## config.mk

```make
export PLATFORM = sky130hd
export DESIGN_NAME = hazard_unit_mc
export DESIGN_NICKNAME = d
export VERILOG_FILES = /design/src/rtl/hazard_pkg.sv /design/src/rtl/hazard_md_counter.sv /design/src/rtl/hazard_unit_mc.sv
export SDC_FILE = /design/constraint.sdc
export NUM_CORES = 1
export LEC_CHECK = 0
export ABC_AREA = 1
export CAP_MARGIN = 20
export CORE_UTILIZATION = 36
export CTS_CLUSTER_SIZE = 28
export DETAILED_ROUTE_END_ITERATION = 10
export PLACE_DENSITY = 0.78
export SLEW_MARGIN = 10
export SYNTH_ARGS = -nofsm -noshare
export SYNTH_HDL_FRONTEND = slang
export SYNTH_SLANG_ARGS = --single-unit
export TNS_END_PERCENT = 30
```

## constraint.sdc

```tcl
create_clock -name clk -period 2.1 [get_ports clk]
set_input_delay 0.42 -clock clk [delete_from_list [all_inputs] [get_ports clk]]
set_output_delay 0.42 -clock clk [all_outputs]
set_load 0.02 [all_outputs]
```

## src/rtl/hazard_pkg.sv

```systemverilog
// Shared forwarding codes, FSM states and sizing helper for the hazard unit.
package hazard_pkg;

  localparam logic [1:0] FWD_RF  = 2'b00;
  localparam logic [1:0] FWD_MEM = 2'b01;
  localparam logic [1:0] FWD_WB  = 2'b10;

  typedef enum logic [1:0] {
    RUN      = 2'd0,
    MD_BUSY  = 2'd1,
    MEM_WAIT = 2'd2
  } state_t;

  // Width of the mul/div down-counter; it must hold MD_LAT-1.
  function automatic int md_cnt_w(input int lat);
    return (lat <= 2) ? 1 : $clog2(lat);
  endfunction

endpackage

```

## src/rtl/hazard_md_counter.sv

```systemverilog
// Mul/div latency down-counter: load MD_LAT-1, decrement to zero, hold while frozen.
module hazard_md_counter
  import hazard_pkg::*;
#(
  parameter int MD_LAT = 4
) (
  input  logic clk,
  input  logic rst,
  input  logic load,
  input  logic dec,
  input  logic freeze,
  output logic zero
);

  localparam int W = md_cnt_w(MD_LAT);
  localparam logic [W-1:0] INIT = W'(MD_LAT - 1);

  logic [W-1:0] cnt_q;

  always_ff @(posedge clk or posedge rst) begin
    if (rst) begin
      cnt_q <= '0;
    end else if (!freeze) begin
      if (load) begin
        cnt_q <= INIT;
      end else if (dec && (cnt_q != '0)) begin
        cnt_q <= cnt_q - 1'b1;
      end
    end
  end

  assign zero = (cnt_q == '0);

endmodule

```

## src/rtl/hazard_unit_mc.sv

```systemverilog
// Hazard, forwarding and sequential stall/flush control for the five-stage pipeline.
// Define HAZ_PERF_EN to add the saturating stall_cycles/flush_events counters.
module hazard_unit_mc
  import hazard_pkg::*;
#(
  parameter int REG_AW = 5,
  parameter int MD_LAT = 4,
  parameter int CNT_W  = 32
) (
  input  logic              clk,
  input  logic              rst,
  input  logic [REG_AW-1:0] rs_D,
  input  logic [REG_AW-1:0] rt_D,
  input  logic [REG_AW-1:0] rs_E,
  input  logic [REG_AW-1:0] rt_E,
  input  logic [REG_AW-1:0] write_reg_E,
  input  logic [REG_AW-1:0] write_reg_M,
  input  logic [REG_AW-1:0] write_reg_W,
  input  logic              reg_write_E,
  input  logic              reg_write_M,
  input  logic              reg_write_W,
  input  logic              mem_to_reg_E,
  input  logic              mem_req_M,
  input  logic              mem_ready_M,
  input  logic              md_start_E,
  input  logic              mispredict_E,
  input  logic              jumpR_E,
  output logic              stall_F,
  output logic              stall_D,
  output logic              stall_E,
  output logic              stall_M,
  output logic              flush_D,
  output logic              flush_E,
  output logic              flush_M,
  output logic              flush_W,
  output logic [1:0]        forward_A_E,
  output logic [1:0]        forward_B_E,
  output logic              md_busy
`ifdef HAZ_PERF_EN
  ,
  output logic [CNT_W-1:0]  stall_cycles,
  output logic [CNT_W-1:0]  flush_events
`endif
);

  if (MD_LAT < 2 || MD_LAT > 64 || CNT_W < 1) begin : g_bad_param
    $error("hazard_unit_mc: MD_LAT must be 2..64 and CNT_W at least 1");
  end

  state_t state_q, state_d, ret_q, ret_d, base;
  logic   mem_stall, redirect, load_use, busy_now;
  logic   md_zero, md_load, md_dec, lu_q, lu_fire;

  // A load always writes back, so reg_write_E adds nothing to the load-use test.
  logic unused_reg_write_E;
  assign unused_reg_write_E = reg_write_E;

  assign mem_stall = mem_req_M & ~mem_ready_M;
  assign redirect  = mispredict_E | jumpR_E;
  assign base      = (state_q == MEM_WAIT) ? ret_q : state_q;
  assign busy_now  = ((base == RUN) && md_start_E) || ((base == MD_BUSY) && !md_zero);
  // lu_q suppresses a second stall for the same load; E holds a bubble by then.
  assign load_use  = mem_to_reg_E && (write_reg_E != '0) && !lu_q &&
                     ((write_reg_E == rs_D) || (write_reg_E == rt_D));

  always_comb begin
    forward_A_E = FWD_RF;
    forward_B_E = FWD_RF;
    if (!rst) begin
      if (reg_write_M && (write_reg_M != '0) && (write_reg_M == rs_E))
        forward_A_E = FWD_MEM;
      else if (reg_write_W && (write_reg_W != '0) && (write_reg_W == rs_E))
        forward_A_E = FWD_WB;
      if (reg_write_M && (write_reg_M != '0) && (write_reg_M == rt_E))
        forward_B_E = FWD_MEM;
      else if (reg_write_W && (write_reg_W != '0) && (write_reg_W == rt_E))
        forward_B_E = FWD_WB;
    end
  end

  always_comb begin
    state_d = base;
    ret_d   = ret_q;
    md_load = 1'b0;
    md_dec  = 1'b0;
    lu_fire = 1'b0;
    stall_F = 1'b0;
    stall_D = 1'b0;
    stall_E = 1'b0;
    stall_M = 1'b0;
    flush_D = 1'b0;
    flush_E = 1'b0;
    flush_M = 1'b0;
    flush_W = 1'b0;
    md_busy = busy_now;
    if (mem_stall) begin
      state_d = MEM_WAIT;
      ret_d   = base;
      stall_F = 1'b1;
      stall_D = 1'b1;
      stall_E = 1'b1;
      stall_M = 1'b1;
      flush_W = 1'b1;
    end else begin
      case (base)
        RUN: begin
          if (md_start_E) begin
            state_d = MD_BUSY;
            md_load = 1'b1;
          end
        end
        MD_BUSY: begin
          if (md_zero) state_d = RUN;
          else md_dec = 1'b1;
        end
        default: state_d = RUN;
      endcase
      // The zero-count MD_BUSY cycle is the release: held redirects and load-use resolve here.
      if (busy_now) begin
        stall_F = 1'b1;
        stall_D = 1'b1;
        stall_E = 1'b1;
        flush_M = 1'b1;
      end else if (redirect) begin
        flush_D = 1'b1;
        flush_E = 1'b1;
      end else if (load_use) begin
        stall_F = 1'b1;
        stall_D = 1'b1;
        flush_E = 1'b1;
        lu_fire = 1'b1;
      end
    end
    if (rst) begin
      stall_F = 1'b0;
      stall_D = 1'b0;
      stall_E = 1'b0;
      stall_M = 1'b0;
      flush_D = 1'b0;
      flush_E = 1'b0;
      flush_M = 1'b0;
      flush_W = 1'b0;
      md_busy = 1'b0;
    end
  end

  always_ff @(posedge clk or posedge rst) begin
    if (rst) begin
      state_q <= RUN;
      ret_q   <= RUN;
      lu_q    <= 1'b0;
    end else begin
      state_q <= state_d;
      ret_q   <= ret_d;
      lu_q    <= lu_fire;
    end
  end

  hazard_md_counter #(.MD_LAT(MD_LAT)) u_md_counter (
    .clk    (clk),
    .rst    (rst),
    .load   (md_load),
    .dec    (md_dec),
    .freeze (mem_stall),
    .zero   (md_zero)
  );

`ifdef HAZ_PERF_EN
  always_ff @(posedge clk or posedge rst) begin
    if (rst) begin
      stall_cycles <= '0;
      flush_events <= '0;
    end else begin
      if (stall_F && (stall_cycles != '1)) stall_cycles <= stall_cycles + 1'b1;
      if (flush_D && (flush_events != '1)) flush_events <= flush_events + 1'b1;
    end
  end
`endif

endmodule
```

==> metrics.txt, run 1 <==
DR vias/cell=~4.8; Skew-Pair Late Insertion Delay=0.26 ns; number of buffers created by CTS=3; Total Nets Final=282; Hold Path Stages=2; synth warn=0; Power Density=567.4 nW/µm²; synth top area cells=dfrtp_1 19%, nand2_1 17%, xnor2_1 12%, inv_1 10%, nor2_1 8.3%; worst vdd rail ir drop=0.5643 mV; post-synthesis sequential area ratio=19.28%; initial drt markers=23; Hold WC Path Type=reg2reg; status=finished clean; Int Pwr=approximately 0.58 mW; Placed Cells=256; Global Route Usage Sum=23.45%; RSZ-0062 raised after global routing=yes; Crit Path Max Fanout=2; Critical Path RT=1.68 ns; Crit-path slowest cell=clkdlybuf4s50_1; vias in the first global route=between 1,000 and 1,500; CTS tree=done; worst path cell trace=clkdlybuf4s50_1, xnor2_2, nand3_1, nand2_2, nand3_4, a21oi_4, buf_6; post-synthesis cell count=153; Async SR Flop Fraction=100.0%; slowest stage delay, CP=0.50 ns; Final Setup Violations=0; clock group share of total power=12.6%; Overflow after GRT=0; Hold Crit Endpoint=ret_q[1]$_DFFE_PP0P_; r2r setup slk=0.61 ns; vias post-DR=1,266; met3 routed WL=218 µm; share of layout cells above drive strength 1=28.21%; CP startpoint kind=primary input; placed wire-length estimate=2566 µm; routed length per instance=between 10 and 15 µm; largest net degree at the start of global routing=8; post-synthesis net count=200; DRC Markers=0; num rows=17; Max Buffers Root-to-Sink=2; hold_sp=ret_q[1]$_DFFE_PP0P_; maximum clock rate=approximately 480 MHz; NetSw=around 0.42 mW; Starting Density=39.54%; ys flop type=dfrtp_1; Final Critical Period=around 2.1 ns; Sw Ratio=41.99%; antenna violations before repair=0; IO Pins=59; normalized max-slew margin=75.40%; H-tree depth=1; Area growth, synth to finish=94.49%; width of the die=approximately 52 µm; ant diodes=0; final instance count without filler cells=262; uppermost routed layer=met4; CP Class=in2out; R2R cell count=9; first-pass GRT wire length=4767 µm; cell taking the most area after synthesis=dfrtp_1; number of synthesized flops with an enable pin=0; Mapped Area=908.4 µm²; Worst R2R End=u_md_counter.cnt_q[1]$_DFFE_PP0P_; Design Power=1.002 mW; met2 routed wirelength=about 1800 µm; Synth top area share=approximately 19%; Tightest Pin Transition=0.3676 ns; DRT Pass-1 Iters=4; leakage=1.055 nW; Crit path arrival time=1.65 ns; core footprint=2297 µm²; Yosys cell types=26; Max Cap Viol=0; met1 WL=roughly 1300 µm; Post-CTS Hold Buffers=0; Reg power frac=19.9%; Post-Route WL=3397 µm; Hold Violations, Final=0; Comb power frac=roughly two thirds; clk root buf=clkbuf_4; Die Y=around 52 µm; die area=~2700 µm²; register bit count reported by yosys=7; reg2reg start=ret_q[0]$_DFFE_PP0P_; Tcrit/Tclk final=98.39%; GP Congestion=about 0.9; clock sinks=7; CP top delay family=buffers and inverters; Clock Skew=0.002397 ns; post-route ant nets=0; fill count=176; CP endpoint kind=output pin; Avg Inst Size Synth=5.937 µm²; CP bufs+invs=2; clk slew on worst S/H paths=0.06 ns; PortBufs=57; Slew Viols, Final=0
[worst min-delay path, cell delays in order, from the launching register on]
cell	delay, ns
dfrtp_1	0.33
nand2_1	0.05
o21ai_0	0.07
[synthesized netlist by cell type (all sizes together) (4+ instances only)]
cell type,n
a21oi,7
nand2,43
nand3,9
xnor2,12
dfrtp,7
nor3,5
xor2,4
o21ai,6
nor2,22
inv,27
[placed cells by master (no fill, tap or decap), types with 4 or more instances in the layout]
| master | Yosys | routed |
|---|---|---|
| buf_4 | 2 | 28 |
| nand2_1 | 41 | 38 |
| dfrtp_1 | 7 | 7 |
| xnor2_1 | 12 | 11 |
| nor2_1 | 20 | 20 |
| nor3_2 | 0 | 4 |
| clkdlybuf4s50_1 | 0 | 11 |
| nand2_2 | 1 | 4 |
| xor2_1 | 4 | 4 |
| nand3_1 | 9 | 7 |
| inv_2 | 2 | 5 |
| a21oi_1 | 6 | 4 |
| dlygate4sd2_1 | 0 | 13 |
| inv_1 | 25 | 22 |
| dlymetal6s2s_1 | 0 | 17 |
[power groups by stage]
stage                     Clock (mW)  Sequential, mW  Combinational, mW
final                          0.127           0.199              0.676
after global routing           0.143           0.204              0.732
after CTS                      0.132           0.197              0.634
after detailed placement           0           0.200              0.656
after global placement             0           0.196              0.633
after floorplan                    0           0.196              0.320
[area by class of cell]
cell class | instances | area (µm²) | area share, %
repair buffers | 80 | 735.7 | 41.64
multi-input cells | 116 | 691.9 | 39.16
flip-flops and latches | 7 | 175.2 | 9.915
inverters | 27 | 101.3 | 5.737
well taps | 28 | 35.03 | 1.983
clock buffers | 3 | 22.52 | 1.275
clock inverters | 1 | 5.005 | 0.2833
[flip-flops by register name (all words and copies together), names as in the netlist]
| name | count |
|---|---|
| state_q | 2 |
| u_md_counter.cnt_q | 2 |
| ret_q | 2 |
| lu_q | 1 |
[worst max path at each step]
stage	start	endpoint	slack, ns	depth (start not counted)
finish	rt_D[3]	stall_D	0.03	7
floorplan	u_md_counter.cnt_q[0]$_DFFE_PP0P_	stall_F	0.07	8
global placement	write_reg_E[1]	stall_F	-0.59	10
detailed placement	write_reg_E[4]	stall_F	-0.65	10
CTS	rt_E[3]	forward_B_E[1]	-0.14	7
global route	rt_D[3]	stall_F	-0.03	7
[through the flow]
step                      utilization [%]  setup TNS (ns)  hold WS, ns  area (µm²)  setup slack (ns)
after global placement              71.95          -5.182       0.4656        1653           -0.5851
final                               76.91               0       0.4866        1767           0.03374
after floorplan                         -               0       0.4429       908.4           0.07373
after CTS                           72.33         -0.1828       0.4925        1662           -0.1364
after detailed placement            71.95          -5.681       0.4785        1653           -0.6487
after global routing                76.91        -0.08419       0.5209        1767          -0.02579
[repair_timing]
item | in CTS | in global routing
setup endpoints to repair | 13 | 13
setup buffers | 1 | 1
pin swaps | 8 | 10
gates resized for setup | 69 | 47
[layer usage]
| metal | global-route usage [%] | vias to the layer above |
|---|---|---|
| met2 | 43.38 | 45 |
| met3 | 2.029 | 12 |
| li1 | - | 632 |
| met5 | 0 | - |
| met4 | 8.772 | 0 |
| met1 | 27.69 | 577 |
[kinds of logic (layout without fill, tap and decap cells)]
| group | count (synthesis) | in the layout | synth area share, % |
|---|---|---|---|
| buffers and inverters | 30 | 111 | 13.22 |
| XOR/XNOR | 16 | 16 | 15.43 |
| AND/OR/NAND/NOR | 84 | 84 | 41.32 |
| adder cells (fa/ha/maj) | 1 | 1 | 1.377 |
| flip-flops | 7 | 7 | 19.28 |
| AO/OA/AOI/OAI | 15 | 15 | 9.366 |
No activity file was read; power rests on OpenSTA's default activity.
==> inputs of run 2 (changes only) <==
Settings changed: CORE_UTILIZATION 36 to 39, CTS_CLUSTER_DIAMETER from default to 50, PLACE_DENSITY 0.78 to 0.84.
Clock period 2.1 ns to 2.4 ns, I/O delays scaled along.
==> run 2 against run 1 <==
Setup slack got worse by 0.053 ns. Sequential share of layout area is 0.16 points higher. Clock power down 13%. Non-clock buffer count down 4. The run now ends with negative setup slack left. Combinational power fell by 18%. Largest cell class unchanged.
==> metrics.txt, run 2 (synthesis gave the netlist of run 1 again) <==
worst vdd rail ir drop=0.5216 mV; Max Cap Viol=0; GP Congestion=between 0.9 and 1; multi-input combinational cell area=674.4 µm²; clock sinks=7; Reg power frac=21.0%; Post-CTS Setup Bufs=0; DRC Markers=0; largest net degree at the start of global routing=8; initial drt markers=23; core footprint=2212 µm²; final instance count without filler cells=258; Total Nets Final=278; vias post-DR=1,266; placed wire-length estimate=2610 µm; CP top delay family=buffers and inverters; share of layout cells above drive strength 1=21.30%; Final Setup Violations=2; clock group share of total power=about an eighth; violated checks=negative setup slack; antenna violations before repair=0; vias in the first global route=1,281; Tightest Pin Transition=around 0.31 ns; leakage=0.9987 nW; status=finished, violations left; Tcrit/Tclk final=100.8%; Clock Skew=0.001007 ns; IO Pins=59; fin worst setup slack=-0.01893 ns; fill count=about 180; clk root buf=clkbuf_4; Power Density=a little under 500 nW/µm²; clk slew on worst S/H paths=0.05 ns; Die Y=50.26 µm; most common cell after layout, fill and taps aside=nand2_1; number of buffers created by CTS=3; Int Pwr=around 0.49 mW; CP endpoint kind=output pin; Post-CTS Hold Buffers=0; CTS tree=done; Final Critical Period=2.419 ns; Placed Cells=254; routed length per instance=13.00 µm; post-route ant nets=0; NetSw=0.3515 mW; Hold Violations, Final=0; Largest regs=ret_q x2, state_q x2, u_md_counter.cnt_q x2; Max Buffers Root-to-Sink=2; Hold Slack=0.4922 ns; width of the die=50.26 µm; CP startpoint kind=primary input; num rows=17; Hold WC Path Type=reg2reg; maximum clock rate=413.4 MHz; FF+latch area=175.2 µm²; Area growth, synth to finish=91.32%; Slew Viols, Final=0; Sw Ratio=41.64%; Starting Density=41.06%; Overflow after GRT=0; Crit-path slowest cell=clkdlybuf4s50_1; Critical Path RT=1.92 ns; crit-path most repeated cell=nand2_1; PortBufs=57; first-pass GRT wire length=5333 µm; CP Class=in2out; Crit path arrival time=1.94 ns; RSZ-0062 raised after global routing=yes; Post-Route WL=3354 µm; DRT Pass-1 Iters=4; H-tree depth=1; normalized max-slew margin=about four fifths; Comb power frac=65.9%; Skew-Pair Late Insertion Delay=~0.26 ns; ant diodes=0; Crit Path Max Fanout=2; die area=2526 µm²; Global Route Usage Sum=27.54%; CP bufs+invs=3; DR vias/cell=4.907; worst path cell trace=clkdlybuf4s50_1, inv_1, nand2_1, nand2_1, nor2_1, nand3_1, nand2_2, nand3_4, a21oi_4, buf_6; most frequent cells in the layout=40 x nand2_1, 30 x clkdlybuf4s50_1, 25 x inv_1, 20 x nor2_1, 20 x buf_4; slowest stage delay, CP=0.48 ns
run 2: cell count changes in the layout (fill, tap and decap cells not counted), moves of 2 or more:
cell | previous run | this run
buf_4 | 28 | 20
clkbuf_2 | 3 | 1
clkdlybuf4s50_1 | 11 | 30
dlygate4sd2_1 | 13 | 3
dlymetal6s2s_1 | 17 | 14
inv_1 | 22 | 25
inv_2 | 5 | 2
nand2_1 | 38 | 40
nand2_2 | 4 | 2
run 2: what timing repair did:
item	4_1_cts	5_1_grt
gates resized for setup	36	31
endpoints found under the setup margin	13	9
hold endpoints to repair	0	0
pin swaps	0	6
run 2: worst reg2reg max path, cell delays in order, from the launching register on:
cell     delay, ns
dfrtp_1       0.40
a21oi_2       0.23
nand2_2       0.09
o21ai_2       0.09
nand2_4       0.06
buf_4         0.15
nor2_8        0.08
buf_4         0.11
nand3_1       0.05
and2_1        0.13
run 2: power groups by stage:
stage | combinational [mW] | clock [mW] | sequential [mW]
2_1_floorplan | 0.280 | 0 | 0.171
3_3_place_gp | 0.525 | 0 | 0.176
3_5_place_dp | 0.546 | 0 | 0.179
4_1_cts | 0.533 | 0.115 | 0.177
5_1_grt | 0.604 | 0.121 | 0.181
6_report | 0.556 | 0.111 | 0.177
run 2: path summary, 6_finish.rpt:
kind	startpoint	endpoint	slack, ns	depth (start not counted)
setup / recovery	rs_D[4]	stall_D	-0.02	10
hold / removal	u_md_counter.cnt_q[0]$_DFFE_PP0P_	u_md_counter.cnt_q[0]$_DFFE_PP0P_	0.49	1
setup reg to reg	ret_q[0]$_DFFE_PP0P_	u_md_counter.cnt_q[1]$_DFFE_PP0P_	0.90	9
hold reg to reg	u_md_counter.cnt_q[0]$_DFFE_PP0P_	u_md_counter.cnt_q[0]$_DFFE_PP0P_	0.49	1
max in group asynchronous	rst	state_q[1]$_DFF_PP0_	1.54	3
min in group asynchronous	rst	ret_q[0]$_DFFE_PP0P_	0.73	3
run 2: per-layer routing:
layer	routed length (µm)	up-vias	part of all wire, %	track usage, %
li1	-	622	-	-
met1	1289	582	38	30.70
met2	1817	51	54	51.11
met3	151	11	4.5	2.727
met4	96	0	2.9	13.33
met5	0	-	0	0
run 2: layout make-up:
| type | count | share of cell area (%) |
|---|---|---|
| Timing Repair Buffer | 76 | 41.76 |
| Sequential cell | 7 | 10.08 |
| Clock buffer | 4 | 1.512 |
| Inverter | 27 | 5.832 |
| Tap cell | 28 | 2.016 |
| Multi-Input combinational cell | 116 | 38.80 |
run 2: metrics by stage:
stage               setup WS (ns)  setup TNS (ns)  utilization, %  total power, mW  cell area, µm²
floorplan                  0.2804               0               -           0.4518           908.4
global placement          -0.4098          -3.058           74.04           0.7009            1638
detailed placement        -0.4990          -3.673           74.04           0.7250            1638
CTS                    -0.0009013      -0.0009013           75.00           0.8250            1659
global route              -0.1097         -0.3986           78.56           0.9057            1738
finish                   -0.01893        -0.03566           78.56           0.8442            1738
==> RTL edit (flow settings as in run 1) <==
Add a define of `HAZ_PERF_EN`.
--- a/src/rtl/hazard_unit_mc.sv
+++ b/src/rtl/hazard_unit_mc.sv
@@ -1,5 +1,7 @@
 // Hazard, forwarding and sequential stall/flush control for the five-stage pipeline.
 // Define HAZ_PERF_EN to add the saturating stall_cycles/flush_events counters.
+`define HAZ_PERF_EN
+
 module hazard_unit_mc
   import hazard_pkg::*;
 #(
Behaviour (old outputs only; new: flush_events and stall_cycles): unchanged (equiv_simple and equiv_induct, registers matched by name and starting in step).
==> RTL edit against run 1 <==
Sequential cell count rose by 64; maximum frequency fell by 1.1%; final cell count rose to 4.0 times the old value; sequential share of layout area rose by 16 points; design area rose to 3.9 times the old value; power rose to 4.8 times the old value; area after synthesis rose to 5.5 times the old value; global-route usage fell by 2.7 points; setup slack got worse by 0.023 ns; first-iteration DRC count rose to 16 times the old value; routed wire length rose to 4.2 times the old value; largest cell class is now multi-input combinational cells.
==> RTL edit: results <==
{
  "status": "finished clean",
  "nets": 923,
  "detailed_place_hpwl_mm": 10.77,
  "vias": 5129,
  "io_buffers": 121,
  "yosys-top-cells-area": "dfrtp_1 (36%), nand2_1 (22%), xor2_1 (8.9%), nor2_1 (5.6%), nand3_1 (4.7%)",
  "design_area_um2": 6959,
  "cp_slowest_cell": "dfrtp_1",
  "met1_usage_pct": 26.53,
  "synthXorXnorAreaFrac_pct": 13.33,
  "via_per_inst": 4.862,
  "relSlewSlack_pct": 58.23,
  "grt_max_degree": 48,
  "met2_usage_pct": 35.33,
  "r2r_setup_slack_ns": 0.17,
  "top_regs": "flush_events (32), stall_cycles (32)",
  "gp_congestion": 0.9216,
  "drtPass1Iterations": 5,
  "skew_ns": 0.009927,
  "grt_pass1_vias": 4939,
  "insertion_delay_ns": 0.34,
  "path_max_fanout": 3,
  "ys_top_cells_by_count": "nand2_1 (290), nor2_1 (74), dfrtp_1 (71)",
  "final.fill_count": 1277,
  "met3WireLength_um": 771,
  "critPathTopFamily": "flip-flops",
  "rr_startpoint": "state_q[1]$_DFF_PP0_",
  "gr-usage-met3_pct": 3.945,
  "cts_buffers": 9,
  "routedWlPerCell_um": 13.64,
  "syn_avg_cell_area_um2": 6.842,
  "finalCriticalPeriod_ns": 2.089,
  "synth_nets": 779,
  "hold_class": "input port to asynchronous set/reset pin",
  "drt_iter0_drc": 366,
  "synth-seq-area-share_pct": 35.57,
  "synth_compound_area_share_pct": 2.255,
  "placed_area_um2": 6554,
  "r2r_cells": 12,
  "grt_util_all_layers_pct": 20.72,
  "drive_gt1_share_pct": 11.83,
  "crit_path_end": "flush_M",
  "power.leakage_nw": 3.244,
  "dp.cells": 1038,
  "r2r-end": "stall_cycles[16]$_DFFE_PP0P_",
  "max-vdd-ir-drop_mv": 0.3924,
  "hold_slack_ns": 0.1567,
  "htreeDepth": 3,
  "synth_cell_types": 31,
  "grt_pass1_wl_mm": 23.63,
  "cpPeakStageDelay_ns": 0.40,
  "netlist.area_leader.share_pct": 35.57,
  "synth_adder_area_share_pct": 0.7515
}
[RTL edit: power groups by stage]
stage	clock [mW]	combinational, mW	sequential (mW)
6_report	1.67	1.50	1.64
5_1_grt	1.76	1.64	1.66
4_1_cts	1.69	1.41	1.64
3_5_place_dp	0	1.43	1.66
3_3_place_gp	0	1.40	1.65
2_1_floorplan	0	0.752	1.72
[RTL edit: what timing repair did]
action / CTS / global route
resized for setup: 95 / 43
pin swaps: 9 / 14
endpoints found under the setup margin: 44 / 44
endpoints found under the hold margin: 0 / 0
setup buffers: 0 / 1
cloned: 0 / 0
[RTL edit: cells by family (layout without fill, tap and decap cells)]
logic type	count (synthesis)	in the layout
AOI/OAI and AO/OA	20	20
adders and majority gates	3	3
and+or+nand+nor	481	481
xor gates and xnor gates	76	76
buffers and inverters	79	228
DFF	71	71
[RTL edit: area by class of cell]
class	instances	area share (%)
inverters	62	3.434
well taps	176	3.164
multi-input cells	580	42.88
flip-flops and latches	71	25.53
repair buffers	150	20.35
clock buffers	10	3.290
clock inverters	6	1.348
